--- src/rtl/mips_pkg.sv ---
// mips_pkg
//   Types and encodings shared by the main decoder and the ID/EX pipeline
//   register. ctrl_t carries the per-instruction control bits that travel
//   down the pipeline next to the operands.
package mips_pkg;

    // ALU operation class produced by the main decoder.
    localparam logic [1:0] ALUOP_LW_SW = 2'b00;
    localparam logic [1:0] ALUOP_BEQ   = 2'b01;
    localparam logic [1:0] ALUOP_RTYPE = 2'b10;

    typedef struct packed {
        logic       regwrite;
        logic       memtoreg;
        logic       memwrite;
        logic       branch;
        logic       alusrc;
        logic       regdst;
        logic [1:0] aluop;
    } ctrl_t;

    // A bubble carries no side effects at all.
    localparam ctrl_t CTRL_NOP = '0;

    // Only loads write memory data back to the register file, so memtoreg
    // alone identifies an instruction whose result is late for its consumer.
    function automatic logic is_load(input ctrl_t ctrl);
        return ctrl.memtoreg;
    endfunction

endpackage

--- src/rtl/loaduse_detect.sv ---
// loaduse_detect
//   Combinational load-use hazard check between the instruction in EX and
//   the one in decode.
//   Ports:
//     valid_ex, ctrl_ex, rt_ex : load candidate in the EX slot
//     valid_dec, rs_dec, rt_dec: consumer candidate in the decode slot
//     hazard                   : decode must wait one cycle for the load
module loaduse_detect
    import mips_pkg::*;
(
    input  logic       valid_ex,
    input  ctrl_t      ctrl_ex,
    input  logic [4:0] rt_ex,
    input  logic       valid_dec,
    input  logic [4:0] rs_dec,
    input  logic [4:0] rt_dec,
    output logic       hazard
);

    logic src_match;

    // $zero is hard-wired, so a "load" into it never produces a dependency.
    assign src_match = (rt_ex == rs_dec) || (rt_ex == rt_dec);
    assign hazard    = valid_ex && is_load(ctrl_ex) && (rt_ex != 5'd0)
                       && valid_dec && src_match;

endmodule

--- src/rtl/id_ex_stage.sv ---
// id_ex_stage
//   ID/EX pipeline register with load-use bubble insertion, flush squash,
//   downstream hold and a saturating count of hazard bubbles.
//   Ports:
//     clk, reset_n            : clock, synchronous active-low reset
//     *_DEC                   : decode-slot instruction (controls, specifiers,
//                               operands, immediate, PC+4, valid)
//     flush_DEC               : squash the decode-slot instruction
//     hold_EX                 : freeze the EX register
//     *_EX                    : registered copy presented to execute
//     stall_DEC               : upstream (PC, IF/ID) must hold this cycle
//     bubbles                 : saturating count of load-use bubbles
module id_ex_stage
    import mips_pkg::*;
#(
    parameter int DW   = 32,
    parameter int CNTW = 16
) (
    input  logic            clk,
    input  logic            reset_n,
    input  ctrl_t           ctrl_DEC,
    input  logic            valid_DEC,
    input  logic [4:0]      rs_DEC,
    input  logic [4:0]      rt_DEC,
    input  logic [4:0]      rd_DEC,
    input  logic [DW-1:0]   rd1_DEC,
    input  logic [DW-1:0]   rd2_DEC,
    input  logic [DW-1:0]   signimm_DEC,
    input  logic [DW-1:0]   pcplus4_DEC,
    input  logic            flush_DEC,
    input  logic            hold_EX,
    output ctrl_t           ctrl_EX,
    output logic            valid_EX,
    output logic [4:0]      rs_EX,
    output logic [4:0]      rt_EX,
    output logic [4:0]      rd_EX,
    output logic [DW-1:0]   rd1_EX,
    output logic [DW-1:0]   rd2_EX,
    output logic [DW-1:0]   signimm_EX,
    output logic [DW-1:0]   pcplus4_EX,
    output logic            stall_DEC,
    output logic [CNTW-1:0] bubbles
);

    localparam logic [CNTW-1:0] BUBBLES_MAX = '1;

    logic hazard;
    logic insert_bubble;
    logic count_bubble;

    loaduse_detect u_loaduse_detect (
        .valid_ex  (valid_EX),
        .ctrl_ex   (ctrl_EX),
        .rt_ex     (rt_EX),
        .valid_dec (valid_DEC),
        .rs_dec    (rs_DEC),
        .rt_dec    (rt_DEC),
        .hazard    (hazard)
    );

    // A flush already discards the decode slot, so a concurrent hazard needs
    // no upstream hold and is not counted: the flush owns that bubble.
    assign stall_DEC     = (hazard && !flush_DEC) || hold_EX;
    assign insert_bubble = flush_DEC || hazard;
    assign count_bubble  = hazard && !flush_DEC;

    always_ff @(posedge clk) begin
        if (!reset_n) begin
            ctrl_EX    <= CTRL_NOP;
            valid_EX   <= 1'b0;
            rs_EX      <= '0;
            rt_EX      <= '0;
            rd_EX      <= '0;
            rd1_EX     <= '0;
            rd2_EX     <= '0;
            signimm_EX <= '0;
            pcplus4_EX <= '0;
            bubbles    <= '0;
        end else if (!hold_EX) begin
            if (insert_bubble) begin
                ctrl_EX    <= CTRL_NOP;
                valid_EX   <= 1'b0;
                rs_EX      <= '0;
                rt_EX      <= '0;
                rd_EX      <= '0;
                rd1_EX     <= '0;
                rd2_EX     <= '0;
                signimm_EX <= '0;
                pcplus4_EX <= '0;
            end else begin
                // An empty decode slot must not carry side-effecting controls.
                ctrl_EX    <= valid_DEC ? ctrl_DEC : CTRL_NOP;
                valid_EX   <= valid_DEC;
                rs_EX      <= rs_DEC;
                rt_EX      <= rt_DEC;
                rd_EX      <= rd_DEC;
                rd1_EX     <= rd1_DEC;
                rd2_EX     <= rd2_DEC;
                signimm_EX <= signimm_DEC;
                pcplus4_EX <= pcplus4_DEC;
            end
            if (count_bubble && (bubbles != BUBBLES_MAX)) begin
                bubbles <= bubbles + CNTW'(1);
            end
        end
    end

endmodule

--- config.mk ---
export PLATFORM = sky130hd
export DESIGN_NAME = id_ex_stage
export DESIGN_NICKNAME = d
export VERILOG_FILES = /design/src/rtl/mips_pkg.sv /design/src/rtl/loaduse_detect.sv /design/src/rtl/id_ex_stage.sv
export SDC_FILE = /design/constraint.sdc
export NUM_CORES = 1
export LEC_CHECK = 0
export CORE_MARGIN = 4
export CORE_UTILIZATION = 33
export CTS_BUF_LIST = sky130_fd_sc_hd__clkbuf_8
export CTS_CLUSTER_DIAMETER = 60
export DETAILED_ROUTE_END_ITERATION = 6
export PLACE_DENSITY = 0.82
export SLEW_MARGIN = 20
export SYNTH_ARGS = -nofsm -noshare
export SYNTH_HDL_FRONTEND = slang
export SYNTH_SLANG_ARGS = --single-unit
--- constraint.sdc ---
create_clock -name clk -period 2.8 [get_ports clk]
set_input_delay 0.56 -clock clk [delete_from_list [all_inputs] [get_ports clk]]
set_output_delay 0.56 -clock clk [all_outputs]
set_load 0.01 [all_outputs]
# Yosys cells after proc, flatten, opt, wreduce, memory -nomap -nowiden
# Cells that the tools add are included.
# W data, S select, Z words.
dict set report word_totals {
  ff_bits 168
  wordCells 43
}
dict set report op_classes {
  addsub 1
  n_eq_ne 3
  mux 10
  n_bitwise 1
  reduce_logical 12
}
# cell n
set ops {}
lappend ops {{$mux W32} 4}
lappend ops {{$add A16 B1 Y16 const B} 1}
lappend ops {{$mux W8} 2}
lappend ops {{$ne A16 B16 Y1 const B} 1}
lappend ops {{$mux W5} 3}
lappend ops {{$eq A5 B5 Y1} 2}
lappend ops {{$logic_and A1 B1 Y1} 6}
lappend ops {{$reduce_bool A5 Y1} 1}
lappend ops {{$logic_or A1 B1 Y1} 3}
lappend ops {{$reduce_and A2 Y1} 1}
lappend ops {{$logic_not A1 Y1} 1}
lappend ops {{$mux W1} 1}
lappend ops {{$not A1 Y1} 1}

# Longest topological paths before layout
# Gate-level depths: netlist of run 1.
dict set report logic_depth {
  word_depth 7
  mapped_depth 8
  depth_no_buf 6
}

# Modules after synthesis
# Synthesis of run 1 repeated with hierarchy kept, for this count alone.
dict set report hier_totals {
  cells_unflattened 628
  area_unflattened_um2 5952.0
}
# mod n_inst cells_each area_each_um2 seq_area_each_um2
set modules_own_cells {}
lappend modules_own_cells {id_ex_stage 1 611 5823.1 3363.2}
lappend modules_own_cells {loaduse_detect 1 17 128.9 0.0}

# Worst setup path before layout of run 1
# No wires, ideal clock.
dict set report synth_path {
  kind {input to register}
  startpoint {input port valid_DEC}
  endpoint {register bubbles[13]}
  setup_time_ns 0.070
  arrival_ns 1.923
  t_required_ns 2.730
  setup_slack_ns 0.806
  path_stages 7
  path_buffers 2
  path_cell_list {buf_4 -> nand3_1 -> a211oi_2 -> nand2_2 -> buf_6 -> or4_1 -> a21oi_1}
}
dict set report synth_between {
  elab_chain_len 5
}
# element line_no
set synth_rtl {}
lappend synth_rtl {{start, declared} id_ex_stage.sv:22} ;# input logic valid_DEC,
lappend synth_rtl {{$logic_and A1 B1 Y1 (2 in a row)} loaduse_detect.sv:25} ;# && valid_dec && src_match;
lappend synth_rtl {{$logic_and A1 B1 Y1} id_ex_stage.sv:65} ;# assign count_bubble = hazard && !flush_DEC;
lappend synth_rtl {{$logic_and A1 B1 Y1} id_ex_stage.sv:102} ;# if (count_bubble && (bubbles != BUBBLES_MAX)) begin
lappend synth_rtl {{$reduce_and A2 Y1 (no line)} -}
lappend synth_rtl {{end signal, assigned} id_ex_stage.sv:103} ;# bubbles <= bubbles + CNTW'(1);
lappend synth_rtl {{end, declared} id_ex_stage.sv:42} ;# output logic [CNTW-1:0] bubbles
# No other way between the ends.
# A chain may end at the register's enable or synchronous reset.

# Worst setup path after layout of run 1
dict set report layout_path {
  startpoint {input port rs_DEC[4]}
  endpoint {output port stall_DEC}
}
dict set report layout_between {
  elab_chain_len 5
}
# element line_no
set layout_rtl {}
lappend layout_rtl {{start, declared} id_ex_stage.sv:23} ;# input logic [4:0] rs_DEC,
lappend layout_rtl {{$eq A5 B5 Y1} loaduse_detect.sv:23} ;# assign src_match = (rt_ex == rs_dec) || (rt_ex == rt_dec);
lappend layout_rtl {{$logic_or A1 B1 Y1} loaduse_detect.sv:23}
lappend layout_rtl {{$logic_and A1 B1 Y1} loaduse_detect.sv:25}
lappend layout_rtl {{$logic_and A1 B1 Y1} id_ex_stage.sv:63} ;# assign stall_DEC = (hazard && !flush_DEC) || hold_EX;
lappend layout_rtl {{$logic_or A1 B1 Y1} id_ex_stage.sv:63}
lappend layout_rtl {{end, declared} id_ex_stage.sv:41} ;# output logic stall_DEC,
# No other way between the ends.

==> results of run 1 <==
## worst min-delay path by stage
stage | from | endpoint | slack, ns | depth (start not counted)
floorplan | bubbles[6] | bubbles[6] | 0.50 | 2
global placement | ctrl_EX[1] | ctrl_EX[1] | 0.45 | 1
detailed placement | signimm_EX[16] | signimm_EX[16] | 0.45 | 1
CTS | ctrl_EX[5] | ctrl_EX[5] | 0.48 | 1
global route | pcplus4_EX[4] | pcplus4_EX[4] | 0.50 | 1
finish | ctrl_EX[2] | ctrl_EX[2] | 0.47 | 1
## metal layers
layer  GRT usage [%]  vias up
met4            5.43        2
met1            19.8     2449
met5               0        -
li1                -     2432
met2            30.3      215
met3            8.33       23
## per-stage QoR
stage,TNS (ns),std cells,hold WS [ns],util [%]
after detailed placement,-0.0708,983,0.453,54.8
after floorplan,0,464,0.498,-
after CTS,0,1015,0.480,57.3
after global routing,0,1015,0.495,57.3
final,0,1015,0.474,57.3
after global placement,-0.0918,983,0.447,54.8
## worst max-delay path, cell delays in order
cell,delay (ns)
clkdlybuf4s50_1,0.49
xnor2_1,0.13
nand3_1,0.13
o22ai_2,0.20
nand2_1,0.08
o21bai_1,0.11
dlygate4sd2_1,0.28
## synth_stat cells (2+ instances only)
cell type,count,share of area (%)
nand2_1,9,0.61
xnor2_1,10,1.6
buf_6,2,0.41
o31ai_1,10,1.4
o21ai_0,3,0.27
clkbuf_1,21,1.4
nand2b_1,2,0.22
nand3_1,11,0.99
inv_1,2,0.14
a22o_1,144,23
nand4_1,7,0.79
a211oi_2,2,0.45
nor2_1,4,0.27
a32o_1,8,1.4
buf_2,16,1.4
or4_1,12,1.6
dfxtp_1,168,60
mux2i_1,2,0.36
a21oi_1,15,1.4
or3_1,3,0.34
## state kept, by name, summed over array words and instances, names as in the netlist
register    count
pcplus4_EX     32
rd1_EX         32
rd2_EX         32
signimm_EX     32
bubbles        16
ctrl_EX         8
rd_EX           5
rs_EX           5
rt_EX           5
valid_EX        1
## cell type report
| cell class | count | area share, % |
|---|---|---|
| Timing Repair Buffer | 339 | 36.0 |
| Sequential cell | 168 | 35.5 |
| Multi-Input combinational cell | 254 | 21.3 |
| Tap cell | 220 | 2.91 |
| Clock buffer | 17 | 2.47 |
| Clock inverter | 15 | 1.76 |
| Inverter | 2 | 0.0793 |
## power breakdown
| part | internal [mW] | switching (mW) |
|---|---|---|
| sequential | 2.47 | 0.0492 |
| combinational | 0.421 | 0.225 |
| clock | 0.816 | 0.956 |
## cell families after synthesis
group	synth area share, %
simple gates	5.72
compound gates	28.1
mux	0.360
fa+ha+maj	0.225
buf+inv	3.53
xor+xnor	1.58
flops	60.5
## what timing repair did
item / 4_1_cts / 5_1_grt
hold buffers: 0 / 0
resized for setup: 2 / 0
setup endpoints to repair: 1 / 0
==> reports/results.ini, run 1 <==
[outcome]
outcome=finished, final reports clean

[timing]
fmax_mhz=392
clock_skew_ns=0.0136
rsz0062_at_grt=no
period_share_pct=91.1
final.min_clock_period_ns=2.55
slew_viol_final=0
tightest_slew_ns=0.575
setup_ws_ns=0.248
max_slew_margin_pct=61.6
setup_viol=0
hold_viol=0

[route]
highest_layer=met5
drt_first_iter_violations=235
dr.pass1.iters=4
vias_per_cell=5.05
drc=0
totalWireLength_um=18000
routedWlPerCell_um=17.8
wl_met1_um=6940
met2_length_um=8990
wl_met3_um=1810
vias=5121
antenna_left=0

[clock_tree]
clockBufferDepth=2
cts_tree=done
cts_root_buf=clkbuf_8
cts_made_buffers=17
h-tree-depth=4
cts_setup_buffers=0
clock_latency_ns=0.44
cts.clk_slew.worst_paths_ns=0.09
cts_sinks=168

[placed_design]
numPortBuffers=324
dp_hpwl_um=13000
place_area_um2=9060
gp_congestion=0.759
post-place-ws_ns=-0.0708

[floorplanning]
row_count=47
die-area_um2=19000
die_h_um=138
core_area_um2=16500
start_util_pct=33.6
io_pins=325
die_w_um=138

[final_layout]
layout_commonest_cell=clkdlybuf4s50_1
syn2layout_area_growth_pct=70.3
nFillCells=1382
seq_area_um2=3360
nets=939
fin_area_um2=9470
layout-drive-gt1-share_pct=6.42
mostFrequentLayoutCells=clkdlybuf4s50_1, dfxtp_1, a22o_1
num_antenna_cells=0
multi_input_area_um2=2020

[global_routing]
grt_max_degree=84
antenna_found_initial=1
grt_pass1_vias=4988
grt-ovfl-total=0
grtUsageTotal_pct=17.8
grt_pass1_wl_um=26400

[power_and_ir_drop]
p_leak_nw=3.45
power.density_nw_per_um2=522
vdd_drop_max_mv=0.294
power_mw=4.94

[run]
maxCapViolCount=0

[yosys]
async_flop_share_pct=0
netlist_instances=464
yosysSeqAreaShare_pct=60.5
ys.flop_type=dfxtp_1
syn_avg_cell_area_um2=12.0
yosysWarningCount=0
synth_edf_count=0
synth_area_um2=5560
syn_nets=621
synth.distinct_cells=33
ys_ff_latch=168

[worst_hold_path]
hold_path.class=flip-flop to flip-flop

[critical_path]
timing.rr.start=rt_EX[4]
start_kind=input port
critPathMaxFanout=2
crit_end=stall_DEC
endpoint_kind=output port
path_class=input port to output port
crit_path_start=rs_DEC[4]
required_ns=2.24
cp_data_arrival_time_ns=1.99
regToRegEndpoint=signimm_EX[18]
rr_worst_depth=6
reg2reg_slack_ns=0.48

(Power assumes the default switching activity.)
==> run 2: changes to the inputs <==
--- a/config.mk
+++ b/config.mk
@@ -5,6 +5,7 @@
 export SDC_FILE = /design/constraint.sdc
 export NUM_CORES = 1
 export LEC_CHECK = 0
+export ABC_CLOCK_PERIOD_IN_PS = 2800
 export CORE_MARGIN = 4
 export CORE_UTILIZATION = 33
 export CTS_BUF_LIST = sky130_fd_sc_hd__clkbuf_8
==> results of run 2 <==
Final layout, timing and power as in run 1 (identical DEF).
